<file path="config.mk">
export PLATFORM = sky130hd
export DESIGN_NAME = ring_config_probe
export DESIGN_NICKNAME = d
export VERILOG_FILES = /design/src/rtl/ring_config_probe.sv
export SDC_FILE = /design/constraint.sdc
export NUM_CORES = 1
export LEC_CHECK = 0
export CORE_MARGIN = 10
export CORE_UTILIZATION = 40
export DETAILED_ROUTE_END_ITERATION = 6
export DONT_BUFFER_PORTS = 1
export GPL_TIMING_DRIVEN = 0
export HOLD_SLACK_MARGIN = 0.06
export PLACE_DENSITY_LB_ADDON = 0.1
export SLEW_MARGIN = 10
export SYNTH_ARGS = -nofsm -noshare
export SYNTH_HDL_FRONTEND = slang
export SYNTH_SLANG_ARGS = --single-unit
export TNS_END_PERCENT = 30
</file>
<file path="constraint.sdc">
create_clock -name Clk -period 5.8 [get_ports Clk]
set_input_delay 1.74 -clock Clk [delete_from_list [all_inputs] [get_ports Clk]]
set_output_delay 1.74 -clock Clk [all_outputs]
set_load 0.01 [all_outputs]
</file>
<file path="src/rtl/ring_config_probe.sv">
// Ring discovery: sends NUM_ROUNDS probe frames, times each round trip, captures the slave
// count and derives the average per-slave forwarding delay with a 16-cycle restoring divide.
`timescale 1ns / 1ps
module ring_config_probe #(
  parameter int unsigned ROUND_LOG2     = 2,
  parameter logic [15:0] TIMEOUT_CYCLES = 16'd4000,
  parameter logic [15:0] MASTER_LAT     = 16'd20
) (
  input  logic       Clk,
  input  logic       Reset,
  input  logic       Start,
  output logic       TxProbe,
  input  logic       RxValid,
  input  logic [7:0] RxSlaveID,
  output logic       Busy,
  output logic       Done,
  output logic       Timeout,
  output logic       Error,
  output logic [7:0] LastSlaveIDPlus1,
  output logic [7:0] AveSlaveDelay
);

  localparam int unsigned AccW      = 16 + ROUND_LOG2;
  localparam int unsigned RoundW    = ROUND_LOG2 + 1;
  localparam logic [RoundW-1:0] LastRound = RoundW'((1 << ROUND_LOG2) - 1);

  typedef enum logic [2:0] {StIdle, StSend, StWait, StAvg, StDiv, StFinish} state_e;

  state_e            state;
  logic [15:0]       cnt;
  logic [RoundW-1:0] round;
  logic [AccW-1:0]   acc;
  logic [15:0]       divRem;
  logic [15:0]       divQuo;
  logic [3:0]        divCnt;

  logic [15:0] avg;
  logic [15:0] dividend;
  logic [16:0] remShift;
  logic [16:0] remTrial;
  logic [15:0] remNext;
  logic [15:0] quoNext;

  // divQuo starts as the dividend and shifts its bits out while quotient bits shift in.
  always_comb begin
    avg      = 16'(acc >> ROUND_LOG2);
    dividend = (avg > MASTER_LAT) ? (avg - MASTER_LAT) : 16'd0;
    remShift = {divRem, divQuo[15]};
    remTrial = remShift - {9'd0, LastSlaveIDPlus1};
    if (remTrial[16]) begin
      remNext = remShift[15:0];
      quoNext = {divQuo[14:0], 1'b0};
    end else begin
      remNext = remTrial[15:0];
      quoNext = {divQuo[14:0], 1'b1};
    end
  end

  always_ff @(posedge Clk) begin
    if (Reset) begin
      state            <= StIdle;
      cnt              <= '0;
      round            <= '0;
      acc              <= '0;
      divRem           <= '0;
      divQuo           <= '0;
      divCnt           <= '0;
      TxProbe          <= 1'b0;
      Busy             <= 1'b0;
      Done             <= 1'b0;
      Timeout          <= 1'b0;
      Error            <= 1'b0;
      LastSlaveIDPlus1 <= '0;
      AveSlaveDelay    <= '0;
    end else begin
      TxProbe <= 1'b0;
      unique case (state)
        StIdle: begin
          if (Start) begin
            Done             <= 1'b0;
            Timeout          <= 1'b0;
            Error            <= 1'b0;
            LastSlaveIDPlus1 <= '0;
            AveSlaveDelay    <= '0;
            round            <= '0;
            acc              <= '0;
            Busy             <= 1'b1;
            TxProbe          <= 1'b1;
            state            <= StSend;
          end
        end
        StSend: begin
          cnt   <= 16'd1;
          state <= StWait;
        end
        StWait: begin
          // A frame arriving on the limit cycle still counts as received.
          if (RxValid) begin
            acc <= acc + AccW'(cnt);
            if (round == '0) begin
              LastSlaveIDPlus1 <= RxSlaveID;
            end else if (RxSlaveID != LastSlaveIDPlus1) begin
              Error <= 1'b1;
            end
            if (round == LastRound) begin
              state <= StAvg;
            end else begin
              round   <= round + RoundW'(1);
              TxProbe <= 1'b1;
              state   <= StSend;
            end
          end else if (cnt >= TIMEOUT_CYCLES) begin
            Timeout          <= 1'b1;
            LastSlaveIDPlus1 <= '0;
            AveSlaveDelay    <= '0;
            state            <= StFinish;
          end else begin
            cnt <= cnt + 16'd1;
          end
        end
        StAvg: begin
          divRem <= '0;
          divQuo <= dividend;
          divCnt <= '0;
          if (LastSlaveIDPlus1 == 8'd0) begin
            AveSlaveDelay <= '0;
            state         <= StFinish;
          end else begin
            state <= StDiv;
          end
        end
        StDiv: begin
          divRem <= remNext;
          divQuo <= quoNext;
          divCnt <= divCnt + 4'd1;
          if (divCnt == 4'd15) begin
            AveSlaveDelay <= (quoNext > 16'd255) ? 8'hFF : quoNext[7:0];
            state         <= StFinish;
          end
        end
        StFinish: begin
          Done  <= 1'b1;
          Busy  <= 1'b0;
          state <= StIdle;
        end
        default: state <= StIdle;
      endcase
    end
  end

endmodule
</file>
==> results of run 1 <==
[cells in the mapped netlist, drive strengths merged, types with 5 or more instances]
master / instances
clkbuf: 15
a21oi: 52
a222oi: 15
and2: 8
dfxtp: 97
nand3: 33
nor2b: 7
o211ai: 19
buf: 13
o21a: 5
and3: 9
inv: 27
or2: 6
nor4: 14
xnor2: 21
nand2b: 14
nor3: 15
a21o: 6
nand4: 7
ha: 32
mux2i: 8
o21ai: 30
nor2: 70
nand2: 71
a211oi: 5
xor2: 24
a31oi: 10
or3: 13
[cell families after synthesis]
| family | synth area share |
|---|---|
| buf+inv | 0.0402 |
| mux | 0.0139 |
| fa+ha+maj | 0.0765 |
| compound gates | 0.226 |
| flops | 0.337 |
| simple gates | 0.237 |
| xor+xnor | 0.0685 |
[power breakdown]
group          internal, mW  leakage (nW)  switching [mW]
Combinational        0.0443          1.44           0.102
Sequential            0.673         0.782          0.0106
Clock                 0.326         0.145           0.271
Total                  1.04          2.37           0.383
[worst max-delay path, delay by kind of cell]
family / cells / cell delay (ns)
AND/OR/NAND/NOR: 4 / 1.44
buffers and inverters: 1 / 0.40
AO/OA/AOI/OAI: 1 / 0.13
[routing by layer]
| metal | share of wire | vias to the layer above |
|---|---|---|
| met1 | 0.47 | 2490 |
| met3 | 0.046 | 29 |
| li1 | - | 2601 |
| met4 | 0.025 | 0 |
| met5 | 0 | - |
| met2 | 0.46 | 126 |
[sequential cells by signal, summed over array words and instances (netlist names)]
| signal | flops |
|---|---|
| AveSlaveDelay | 8 |
| Busy | 1 |
| Done | 1 |
| Error | 1 |
| LastSlaveIDPlus1 | 8 |
| Timeout | 1 |
| TxProbe | 1 |
| acc | 18 |
| cnt | 16 |
| divCnt | 4 |
| divQuo | 16 |
| divRem | 16 |
| round | 3 |
| state | 3 |
[per-stage QoR]
stage                     std cells  instance area (µm²)  worst slack, ns  hold WS (ns)
after floorplan                 701                 5760             2.76         0.436
after global placement          881                 5980             1.98         0.446
after detailed placement        881                 5980             1.95         0.457
after CTS                       897                 6270             2.30         0.473
after global routing            897                 6270             2.09         0.489
final                           897                 6270             2.30         0.476
[final cells by class]
class | count | area share
well taps | 180 | 0.0359
flip-flops and latches | 97 | 0.310
clock inverters | 4 | 0.00419
multi-input cells | 549 | 0.571
clock buffers | 12 | 0.0425
plain buffers | 28 | 0.0207
inverters | 27 | 0.0162
[worst min path at each step]
stage,start,end,slack (ns),depth (start not counted)
6_report,acc[0]$_SDFFE_PP0P_,acc[0]$_SDFFE_PP0P_,0.48,2
5_1_grt,acc[0]$_SDFFE_PP0P_,acc[0]$_SDFFE_PP0P_,0.49,2
4_1_cts,acc[0]$_SDFFE_PP0P_,acc[0]$_SDFFE_PP0P_,0.47,2
3_5_place_dp,acc[0]$_SDFFE_PP0P_,acc[0]$_SDFFE_PP0P_,0.46,2
3_3_place_gp,acc[0]$_SDFFE_PP0P_,acc[0]$_SDFFE_PP0P_,0.45,2
2_1_floorplan,acc[0]$_SDFFE_PP0P_,acc[0]$_SDFFE_PP0P_,0.44,2
==> results by group, run 1 <==
Synthesis
  • Top FF cell, synth: dfxtp_1
  • Post-synthesis cell type count: between 60 and 70
  • Syn nets: ~750
  • FF+latch count, synth: 97
  • Seq/Total Area, Yosys: 0.337
  • Netlist Area Pre-Place: 5760 µm²
  • Synth top area cells: dfxtp_1, ha_1, nand2_1
  • Area leader, netlist: dfxtp_1
  • Syn Inst Count: ~700
  • Asr flop ratio synth: 0
  • Number of flops mapped to enable cells by yosys: 0
  • Synth warn: 0
  • Synthesized area per cell: a little over 8 µm²
  • Post-synth top area share: 0.337

STA
  • Slew margin rel.: 0.285
  • Setup TNS: 0 ns
  • Max Slew Vio Count: 0
  • Clock Skews: between 0.009 and 0.01 ns
  • Final setup viols: 0
  • Final hold vios: 0
  • Final Cycle Share: 0.603
  • Fmax: ~290 MHz
  • Shortest period the worst path allows: 3.50 ns
  • Worst-Margin Slew: about 1.1 ns
  • RSZ-0062 raised after global routing: false

Floorplanning
  • Initial Utilization: 0.411
  • Die W: approximately 140 µm
  • Die Y-Extent: 140 µm
  • # IOs: 33
  • Core area: around 14000 µm²
  • Row count: 43
  • Die area: 19600 µm²

Power
  • VDD IR max: between 100 and 150 µV
  • Total power: 1.43 mW
  • Power Dens Cells: 227 nW/µm²
  • Lkg Pwr: ~2.4 nW

Global routing
  • Most Crowded Layer GR: met2
  • First-pass GRT wire length: 25600 µm
  • Antenna violations before repair: 0
  • Global Route met3 Usage: 0.0301
  • GR Overflow Total: 0
  • GRT Total Usage: 0.157
  • Largest net degree at the start of global routing: 16
  • M2 GR Usage: 0.248
  • Met1 Track Usage GR: 0.202
  • Vias in the first global route: ~5000

Run
  • Max_cap viols: 0

Setup path
  • R2r endpoint: acc[16]$_SDFFE_PP0P_
  • Crit-path max FO: 7
  • Arr. time, crit path: about 3.7 ns
  • Reg2reg path depth: 8
  • Setup CP Type: input pin to flip-flop
  • Worst-path cell chain: nor4b_1, or2_2, clkbuf_1, nor2_1, nand2_1, o311ai_0
  • Worst EP required: about 6 ns
  • Worst setup endpoint: acc[11]$_SDFFE_PP0P_
  • Critical Path Start Type: input pin
  • CP Capture Type: flip-flop
  • Worst Setup SP: Start
  • R2R Setup Slk: roughly 3 ns
  • R2R Path Start: cnt[0]$_SDFFE_PP0P_
  • CP max stage cell: nor4b_1
  • CP peak stage delay: between 0.8 and 0.9 ns

Route
  • Total number of vias: about 5200
  • Drt first pass iters: 6
  • Total wire length: ~16000 µm
  • DRT iter0 DRCs: between 300 and 400
  • DRC violations left: 0
  • Routed Antenna Nets: 0
  • DR WL/cell: approximately 17 µm
  • Vias per cell: between 5 and 6

CTS
  • Hold-fix buffers, CTS: 0
  • CTS tree: done
  • Root buf cell: clkbuf_16
  • Worst-path clk slew: about 0.070 ns
  • Worst skew pair latency: around 0.35 ns
  • Setup bufs post-CTS: 0
  • CTS Buf Count: 9
  • Clk sinks: 97
  • Htree depth: 3
  • Post-CTS resize count: 0
  • Clock buffer depth: 2

Final layout
  • Fillers: 1431
  • N_diodes: 0
  • Most frequent cells in the layout: dfxtp_1, nand2_1, nor2_1
  • Final Core Density: 0.448
  • Share of cells above drive strength 1: 0.0614
  • Commonest non-fill, non-tap cell in the layout: dfxtp_1
  • Sequential cell area: ~2000 µm²
  • Footprint of the multi-input gates: ~3600 µm²
  • Nets@finish: around 760
  • Synth-to-Final Area Change: 9.00%

Worst hold path
  • Min-Delay Path Class: flip-flop to flip-flop

Place
  • Detailed placement HPWL: ~12000 µm
  • Port Buffers: 0
  • GPL Wtd Cong: roughly 0.87

Outcome
  • Outcome: complete, no violations
Note: power is estimated with default switching activity, not from simulation.
==> inputs of run 2 (changes only) <==
==> constraint.sdc (replaced) <==
create_clock -name Clk -period 2.85 [get_ports Clk]
set_input_delay 0.855 -clock Clk [delete_from_list [all_inputs] [get_ports Clk]]
set_output_delay 0.855 -clock Clk [all_outputs]
set_load 0.01 [all_outputs]
==> run 2 against run 1 <==
  * The run now ends with design-rule violations left
  * Final area up 0.30%
  * Via count about the same
  * Sequential share of layout area fell by 0.072 points
  * Sequential power grew 100%
  * Clock skew grew 0.00056 ns
  * Global-route usage unchanged
  * Die area unchanged
  * Count of clock-buffer cells in the layout unchanged
  * Critical endpoint is now divRem[11]$_SDFFE_PP0P_
  * Highest routed layer unchanged
==> results by group, run 2 (synthesis results as in run 1) <==
Outcome
  • Outcome: finished with violations (was complete, no violations)
  • Failing checks: design-rule violations

CTS
  • Post-CTS resize count: 0 (unchanged)
  • Setup bufs post-CTS: 0 (unchanged)
  • CTS tree: done (unchanged)
  • Worst-path clk slew: 0.07 ns (about the same)
  • Htree depth: 3 (unchanged)
  • Root buf cell: clkbuf_16 (unchanged)
  • Hold-fix buffers, CTS: 0 (unchanged)
  • Clk sinks: 97 (unchanged)
  • Worst skew pair latency: 0.36 ns (was 0.35 ns)
  • Clock buffer depth: 2 (unchanged)
  • CTS Buf Count: 9 (unchanged)

STA
  • Shortest period the worst path allows: 2.67 ns
  • Final hold vios: 0 (unchanged)
  • RSZ-0062 raised after global routing: false (unchanged)
  • Final setup viols: 0 (unchanged)
  • Final Cycle Share: 0.936
  • Fmax: 375 MHz
  • Clock Skews: 0.0105 ns (was 0.00996 ns)
  • Slew margin rel.: 0.375 (was 0.285)
  • Worst-Margin Slew: 0.930 ns (was 1.06 ns)
  • Max Slew Vio Count: 0 (unchanged)
  • Hold WS: 0.476 ns (about the same)

Final layout
  • Largest register FFs: 18 (unchanged)
  • Synth-to-Final Area Change: 9.33% (was 9.00%)
  • Nets@finish: 758 (unchanged)
  • Post-route insts no fill: 897 (unchanged)
  • Fillers: 1428 (was 1431)
  • Share of cells above drive strength 1: 0.0669 (was 0.0614)
  • N_diodes: 0 (unchanged)
  • Most frequent cells in the layout: dfxtp_1, nand2_1, nor2_1 (unchanged)
  • Largest Register: acc (unchanged)
  • Commonest non-fill, non-tap cell in the layout: dfxtp_1 (unchanged)

Setup path
  • Setup CP Type: flip-flop to flip-flop (was input pin to flip-flop)
  • Reg2reg path depth: 8 (unchanged)
  • CP peak stage delay: 0.48 ns (was 0.83 ns)
  • Critical Path Start Type: flip-flop (was input pin)
  • CP max stage cell: dfxtp_1 (was nor4b_1)
  • CP top delay family: compound AO/OA/AOI/OAI gates (was simple AND/OR/NAND/NOR gates)
  • Crit-path max FO: 10 (was 7)
  • R2r endpoint: divRem[11]$_SDFFE_PP0P_ (was acc[16]$_SDFFE_PP0P_)
  • Buffers & Inverters on Critical Path: 1 (unchanged)
  • Arr. time, crit path: 2.91 ns (was 3.70 ns)
  • Worst Setup SP: LastSlaveIDPlus1[2]$_SDFFE_PP0P_ (was Start)
  • CP Capture Type: flip-flop (unchanged)
  • R2R Path Start: LastSlaveIDPlus1[2]$_SDFFE_PP0P_ (was cnt[0]$_SDFFE_PP0P_)
  • Worst EP required: 3.09 ns (was 6.01 ns)
  • Worst setup endpoint: divRem[11]$_SDFFE_PP0P_ (was acc[11]$_SDFFE_PP0P_)
  • R2R Setup Slk: 0.18 ns (was 3.01 ns)
  • Worst-path cell chain: inv_1, ha_1, nor2b_1, o31a_1, o311ai_4, o211ai_4, and3_1, or3_1 (was nor4b_1, or2_2, clkbuf_1, nor2_1, nand2_1, o311ai_0)
  • CP Depth: 8 (was 6)

Place
  • GPL Wtd Cong: 0.869 (unchanged)
  • Detailed placement HPWL: 11800 µm (unchanged)
  • Port Buffers: 0 (unchanged)
  • Inst Count DP: 881 (unchanged)

Global routing
  • Global Route met3 Usage: 0.0301 (unchanged)
  • M2 GR Usage: 0.248 (unchanged)
  • Most Crowded Layer GR: met2 (unchanged)
  • Vias in the first global route: 4927 (unchanged)
  • GR Overflow Total: 0 (unchanged)
  • GRT Total Usage: 0.157 (unchanged)
  • First-pass GRT wire length: 25600 µm (unchanged)
  • Met1 Track Usage GR: 0.202 (unchanged)
  • Antenna violations before repair: 0 (unchanged)
  • Largest net degree at the start of global routing: 16 (unchanged)

Floorplanning
  • Die W: 140 µm (unchanged)
  • # IOs: 33 (unchanged)
  • Initial Utilization: 0.411 (unchanged)
  • Row count: 43 (unchanged)
  • Die area: 19600 µm² (unchanged)
  • Core area: 14000 µm² (unchanged)
  • Die Y-Extent: 140 µm (unchanged)

Route
  • DR WL/cell: 17.4 µm (about the same)
  • Total number of vias: 5248 (was 5246)
  • Total wire length: 15600 µm (about the same)
  • DRC violations left: 2 (was 0)
  • DRT iter0 DRCs: 363 (was 373)
  • Routed Antenna Nets: 0 (unchanged)
  • Vias per cell: 5.85 (about the same)
  • Drt first pass iters: 7 (was 6)

Power
  • VDD IR max: 247 µV (was 121 µV)
  • Total power: 2.90 mW (was 1.43 mW)
  • Power Dens Cells: 461 nW/µm² (was 227 nW/µm²)
  • Lkg Pwr: 2.38 nW (was 2.37 nW)

Worst hold path
  • Hold path startpoint: acc[0]$_SDFFE_PP0P_ (unchanged)
  • Min-Delay Path Class: flip-flop to flip-flop (unchanged)

Run
  • Max_cap viols: 0 (unchanged)
[run 2: cell counts in the layout (fill, tap and decap cells not counted)]
Identical to the previous run, type by type.
[run 2: how the worst min path moves through the flow]
stage / to / cells after the start
floorplan: acc[0]$_SDFFE_PP0P_ / 2
global placement: acc[0]$_SDFFE_PP0P_ / 2
detailed placement: acc[0]$_SDFFE_PP0P_ / 2
CTS: acc[0]$_SDFFE_PP0P_ / 2
global route: acc[0]$_SDFFE_PP0P_ / 2
finish: acc[0]$_SDFFE_PP0P_ / 2
[run 2: worst register-to-register path: cells and delay by family, from the launching register on]
kind | cells | cell delay [ns]
adder cells (fa/ha/maj) | 1 | 0.35
buffers and inverters | 1 | 0.09
flip-flops | 1 | 0.48
AO/OA/AOI/OAI | 3 | 0.92
AND/OR/NAND/NOR | 3 | 0.72
[run 2: cell type report]
| cell class | instances | area, µm² | share of cell area |
|---|---|---|---|
| Buffer | 28 | 130 | 0.0207 |
| Clock buffer | 12 | 267 | 0.0424 |
| Clock inverter | 4 | 26.3 | 0.00418 |
| Inverter | 27 | 101 | 0.0161 |
| Multi-Input combinational cell | 549 | 3600 | 0.572 |
| Sequential cell | 97 | 1940 | 0.309 |
| Tap cell | 180 | 225 | 0.0358 |
[run 2: metrics by stage]
| stage | worst slack, ns | cell area [µm²] | utilization | setup TNS, ns |
|---|---|---|---|---|
| 2_1_floorplan | 0.419 | 5760 | - | 0 |
| 3_3_place_gp | -0.0899 | 5980 | 0.428 | -0.212 |
| 3_5_place_dp | -0.117 | 5980 | 0.428 | -0.453 |
| 4_1_cts | 0.0997 | 6270 | 0.448 | 0 |
| 5_1_grt | 0.0507 | 6290 | 0.450 | 0 |
| 6_report | 0.181 | 6290 | 0.450 | 0 |
[run 2: routing by layer]
| metal | vias to the layer above | share of wire |
|---|---|---|
| li1 | 2600 | - |
| met5 | - | 0 |
| met2 | 122 | 0.46 |
| met4 | 0 | 0.024 |
| met1 | 2499 | 0.47 |
| met3 | 27 | 0.044 |
[run 2: where the power goes]
| group | internal (mW) | switching [mW] |
|---|---|---|
| registers | 1.37 | 0.0218 |
| clock network | 0.663 | 0.549 |
| logic | 0.0911 | 0.208 |
| total | 2.12 | 0.778 |
